===== src/rtl/fractional_baud_generator.sv =====
// Fractional baud-rate generator: oversample tick plus bit tick.
// Define BAUD_FRAC_EN to compile the fractional phase accumulator.
module fractional_baud_generator #(
    parameter int N           = 16,
    parameter int F           = 4,
    parameter int OVS         = 16,
    parameter int DEFAULT_DIV = 651
) (
    input  logic         clk_100MHz,
    input  logic         reset_n,
    input  logic         enable,
    input  logic         div_wr,
    input  logic [N-1:0] div_int,
    input  logic [F-1:0] div_frac,
    input  logic         sync,
    output logic         tick,
    output logic         bit_tick
);
    localparam int OW = $clog2(OVS);
    localparam logic [OW-1:0] OVS_LAST = OW'(OVS - 1);
    localparam logic [OW-1:0] OVS_HALF = OW'(OVS / 2);

    logic [N-1:0]  div_int_q, div_int_d;
    logic [N-1:0]  cnt_q, cnt_d;
    logic [OW-1:0] ovs_q, ovs_d;
    logic          tick_q, tick_d;
    logic          bit_tick_q, bit_tick_d;
    logic [N-1:0]  div_eff;
    logic          carry;
    logic          term;

    // A carried period is one clock longer, so it ends one count later.
    assign div_eff = (div_int_q == '0) ? N'(1) : div_int_q;
    assign term    = carry ? (cnt_q == div_eff)
                           : (cnt_q == div_eff - N'(1));

    always_comb begin
        div_int_d  = div_int_q;
        cnt_d      = cnt_q;
        ovs_d      = ovs_q;
        tick_d     = 1'b0;
        bit_tick_d = 1'b0;
        if (div_wr) begin
            div_int_d = div_int;
            cnt_d     = '0;
            ovs_d     = '0;
        end else if (sync) begin
            cnt_d = '0;
            ovs_d = OVS_HALF;
        end else if (enable) begin
            if (term) begin
                cnt_d      = '0;
                tick_d     = 1'b1;
                bit_tick_d = (ovs_q == OVS_LAST);
                ovs_d      = ovs_q + OW'(1);
            end else begin
                cnt_d = cnt_q + N'(1);
            end
        end
    end

    always_ff @(posedge clk_100MHz or negedge reset_n) begin
        if (!reset_n) begin
            div_int_q  <= N'(DEFAULT_DIV);
            cnt_q      <= '0;
            ovs_q      <= '0;
            tick_q     <= 1'b0;
            bit_tick_q <= 1'b0;
        end else begin
            div_int_q  <= div_int_d;
            cnt_q      <= cnt_d;
            ovs_q      <= ovs_d;
            tick_q     <= tick_d;
            bit_tick_q <= bit_tick_d;
        end
    end

`ifdef BAUD_FRAC_EN
    logic [F-1:0] div_frac_q, div_frac_d;
    logic [F-1:0] acc_q, acc_d;
    logic         carry_q, carry_d;

    assign carry = carry_q;

    always_comb begin
        div_frac_d = div_frac_q;
        acc_d      = acc_q;
        carry_d    = carry_q;
        if (div_wr) begin
            div_frac_d = div_frac;
            acc_d      = '0;
            carry_d    = 1'b0;
        end else if (sync) begin
            acc_d   = '0;
            carry_d = 1'b0;
        end else if (enable && term) begin
            {carry_d, acc_d} = {1'b0, acc_q} + {1'b0, div_frac_q};
        end
    end

    always_ff @(posedge clk_100MHz or negedge reset_n) begin
        if (!reset_n) begin
            div_frac_q <= '0;
            acc_q      <= '0;
            carry_q    <= 1'b0;
        end else begin
            div_frac_q <= div_frac_d;
            acc_q      <= acc_d;
            carry_q    <= carry_d;
        end
    end
`else
    // Integer-only divide: the fractional input has no effect.
    logic unused_frac;
    assign unused_frac = ^div_frac;
    assign carry       = 1'b0;
`endif

    assign tick     = tick_q;
    assign bit_tick = bit_tick_q;

endmodule


===== config.mk =====
export PLATFORM = sky130hd
export DESIGN_NAME = fractional_baud_generator
export DESIGN_NICKNAME = d
export VERILOG_FILES = /design/src/rtl/fractional_baud_generator.sv
export SDC_FILE = /design/constraint.sdc
export NUM_CORES = 1
export LEC_CHECK = 0
export CAP_MARGIN = 20
export CORE_MARGIN = 2
export CORE_UTILIZATION = 30
export CTS_CLUSTER_DIAMETER = 200
export CTS_CLUSTER_SIZE = 30
export DETAILED_ROUTE_END_ITERATION = 10
export GPL_TIMING_DRIVEN = 0
export HOLD_SLACK_MARGIN = 0.08
export PLACE_DENSITY_LB_ADDON = 0.15
export SLEW_MARGIN = 0
export SYNTH_ARGS = -nofsm -noshare
export SYNTH_HDL_FRONTEND = slang
export SYNTH_SLANG_ARGS = --single-unit

===== constraint.sdc =====
create_clock -name clk_100MHz -period 5.1 [get_ports clk_100MHz]
set_input_delay 1.275 -clock clk_100MHz [delete_from_list [all_inputs] [get_ports clk_100MHz]]
set_output_delay 1.275 -clock clk_100MHz [all_outputs]
set_load 0.02 [all_outputs]

==> results.txt <==
Number of standard cells in the final layout excluding fillers - 362
Max stage delay cell, worst path - sky130_fd_sc_hd__nor3b_1
Critical path type - reg2reg
Residual overflow from global routing - 0
Outcome - finished, final reports clean
Setup Total Neg Slack - 0 ps
Synthesized cell area - 2270 um^2
Fin. Hold Viols - 0
Leading area contributor after synthesis - sky130_fd_sc_hd__dfrtp_1
Sequential share of the synthesized area - 42.1%
Number of max-capacitance violations reported - 0
WL/cell - 13.9 um
Shortest clock period the worst path allows after layout - 4080 ps
Most used cell along the critical path - sky130_fd_sc_hd__nor2_1
Worst setup EP type - flop
Pleak - 0.000994 uW
Distinct cells, synth - 47
Proportion of synthesized area in mux cells - 7.81%
Max Transition Viols Final - 0
Root Buffer Master - sky130_fd_sc_hd__clkbuf_8
Clock transition at path regs - 70 ps
Residual DRC count - 0
Global-route wire length before repair - 8.51 mm
Type of the worst min-delay path - reg2reg
Kind of start point of the critical path - flop
Number of clock buffers inserted by TritonCTS - 5
Measured slew at the worst slew-check pin - 844 ps
Synth Area in Compound Gates - 9.35%
Final RePlAce weighted congestion - 0.860
Initial DRC count - 48
Final worst clock skew - 7.59 ps
Core Area - 7290 um^2
HPWL after DPL - 3.76 mm
Final core utilization - 37.1%
Number of antenna violations at the first check in global routing - 0
Total number of yosys warnings - 0
Number of instances resized during post-cts repair - 0
Number of placement rows - 31
Horizontal extent of the die - 91.1 um
Share of the clock period used by the worst path - 80.0%
Layout filler cell count - 806
Highest Clock Rate - 0.245 GHz
# placed instances - 354
Top post-synthesis cells by count - sky130_fd_sc_hd__dfrtp_1 (33), sky130_fd_sc_hd__nor2_1 (26), sky130_fd_sc_hd__xnor2_1 (23)
Buffering stage count on the worst path with inverters included - 2
Total routing resource utilization after global routing - 12.8%
Number of flops mapped to enable cells by yosys - 0
Syn nets - 261
TritonCTS clock tree - built
Most frequent cell after synthesis - sky130_fd_sc_hd__dfrtp_1
Starting utilization of the core area - 31.2%
Layout overhead on the synthesized area - 18.9%
Post-route setup slack - 1020 ps
Die outline area - 8290 um^2
Largest net degree at the start of global routing - 39
Number of buffers inserted by hold repair at cts - 0
Htree depth - 2
Synth Area in XOR/XNOR - 13.5%
Buffer depth of the longest clock path - 2
Largest family of logic cells by synthesized area - simple AND/OR/NAND/NOR gates
# nets final - 290
Area share of fa/ha/maj cells after synthesis - 1.65%
Most common flop cell mapped by yosys - sky130_fd_sc_hd__dfrtp_1
Arrival time reported for the critical path endpoint - 4250 ps
First-pass iteration count of the detailed router - 4
Synthesized instance count - 233
Proportion of layout cells with a drive suffix above 1 - 12.5%
Worst-path maximum fanout - 10
Area share of the largest cell type after synthesis - 36.3%
Detailed Route WL - 5.03 mm
Vias in the first global route - 1755
I/O Buffers - 22
Number of synthesized register bits - 38
Count of boundary I/O pins - 27
Clock Sink Count - 38
Setup repair after global routing missed its margin - no
Count of final setup violators - 0
Clock latency on the worst-skew pair - 290 ps
Avg Cell Area, Syn - 9.76 um^2
Peak supply drop - 0.0930 mV
Via count of the routed design - 1790
Required time reported for the critical path endpoint - 5270 ps
Number of buffers inserted by post-CTS setup repair - 0
Post-layout power - 648 uW
Relative slew margins - 43.7%
Biggest area contributors in the synthesized netlist - sky130_fd_sc_hd__dfrtp_1 (36%), sky130_fd_sc_hd__xnor2_1 (8.9%), sky130_fd_sc_hd__mux2_2 (6.9%)
Synth async-reset ratio - 100%
Power per cell area - 240 nW/um^2
Stage delay of the slowest cell on the critical path - 640 ps
Antenna diode count - 0
Post-Synth Simple-Gate Area - 22.7%
Drt via density - 4.94
Largest delay contributor family on the critical path - simple AND/OR/NAND/NOR gates
Count of antenna-violating nets left after detailed routing - 0
Sequence of cells on the critical path - or4_1, clkbuf_2, nand2b_1, nor2b_1, nor2_1, ha_1, nor3b_1, nand3_1, or3_1, mux2i_1, a2111o_1, o21ai_2, buf_2, nor2_1
Pre-CTS WS - 1000 ps
Chip height - 91.1 um
-- final cells by class --
class,instances,area [um^2],area share [%]
sequential,38,957,35.4
inverter,6,22.5,0.833
clock inverter,1,5.00,0.185
tap,99,124,4.58
timing repair buffer,22,215,7.96
clock buffer,7,86.3,3.19
buffer,9,43.8,1.62
multi-input combinational,180,1250,46.3
-- path summary, 6_finish.rpt --
path	start	end	depth (start not counted)	slack [ps]
worst max-delay path	div_int_q[3]	cnt_q[12]	14	1020
worst min-delay path	div_int_q[1]	div_int_q[1]	2	530
worst max register to register	div_int_q[3]	cnt_q[12]	14	1020
worst min register to register	div_int_q[1]	div_int_q[1]	2	530
max in group asynchronous	reset_n	cnt_q[11]	1	3480
min in group asynchronous	reset_n	ovs_q[3]	1	1090
-- power breakdown --
part | total (uW) | switching, uW | internal (uW)
logic | 99.2 | 47.1 | 52.1
clock network | 213 | 104 | 109
registers | 336 | 17.9 | 318
total | 648 | 169 | 479
-- worst register-to-register path, stage by stage (launching register included) --
cell and delay [ps]:
sky130_fd_sc_hd__dfstp_2 570, sky130_fd_sc_hd__or4_1 120, sky130_fd_sc_hd__clkbuf_2 180, sky130_fd_sc_hd__nand2b_1 160
sky130_fd_sc_hd__nor2b_1 80, sky130_fd_sc_hd__nor2_1 100, sky130_fd_sc_hd__ha_1 180, sky130_fd_sc_hd__nor3b_1 640
sky130_fd_sc_hd__nand3_1 210, sky130_fd_sc_hd__or3_1 370, sky130_fd_sc_hd__mux2i_1 150, sky130_fd_sc_hd__a2111o_1 510
sky130_fd_sc_hd__o21ai_2 320, sky130_fd_sc_hd__buf_2 290, sky130_fd_sc_hd__nor2_1 80
-- cell usage in the layout (no fill, tap or decap), types with 3 or more instances in the layout --
cell | synthesis | layout
sky130_fd_sc_hd__dfrtp_1 | 33 | 33
sky130_fd_sc_hd__nor2_1 | 26 | 26
sky130_fd_sc_hd__xnor2_1 | 23 | 23
sky130_fd_sc_hd__clkdlybuf4s50_1 | 0 | 21
sky130_fd_sc_hd__mux2_2 | 14 | 14
sky130_fd_sc_hd__xor2_1 | 12 | 12
sky130_fd_sc_hd__nand2_1 | 9 | 9
sky130_fd_sc_hd__nand3_1 | 9 | 9
sky130_fd_sc_hd__nand2b_1 | 8 | 8
sky130_fd_sc_hd__nor3_1 | 8 | 8
sky130_fd_sc_hd__o21ai_0 | 7 | 7
sky130_fd_sc_hd__inv_1 | 6 | 6
sky130_fd_sc_hd__clkbuf_8 | 0 | 6
sky130_fd_sc_hd__nor4_1 | 5 | 5
sky130_fd_sc_hd__or3_1 | 5 | 5
sky130_fd_sc_hd__clkbuf_1 | 4 | 5
sky130_fd_sc_hd__nand4_1 | 5 | 5
sky130_fd_sc_hd__dfstp_2 | 5 | 5
sky130_fd_sc_hd__or4_1 | 4 | 4
sky130_fd_sc_hd__nor2b_1 | 4 | 4
sky130_fd_sc_hd__and3_1 | 4 | 4
sky130_fd_sc_hd__nor3b_1 | 4 | 4
sky130_fd_sc_hd__o211ai_1 | 3 | 3
sky130_fd_sc_hd__a21oi_1 | 3 | 3
sky130_fd_sc_hd__ha_1 | 3 | 3
-- registers in the layout, indices dropped and copies added (netlist names) --
signal     count
bit_tick       1
cnt_q         16
div_int_q     16
ovs_q          4
tick           1
-- per-stage QoR --
stage          instance area [um^2]  hold WS [ps]
2_1_floorplan                  2270           492
3_3_place_gp                   2620           520
3_5_place_dp                   2610           523
4_1_cts                        2710           535
5_1_grt                        2710           586
6_report                       2710           528
-- per-layer routing --
layer | track usage (%) | part of all wire (%)
met1 | 17.1 | 48
met5 | 0 | 0
met3 | 2.90 | 4.6
met4 | 4.04 | 0.95
met2 | 20.5 | 47
-- cell families after synthesis --
logic type / count (synthesis)
AO/OA/AOI/OAI: 29
adder cells (fa/ha/maj): 3
flip-flops: 38
multiplexers: 16
AND/OR/NAND/NOR: 97
XOR/XNOR: 35
buffers and inverters: 15
Note: power is estimated with default switching activity, not from simulation.
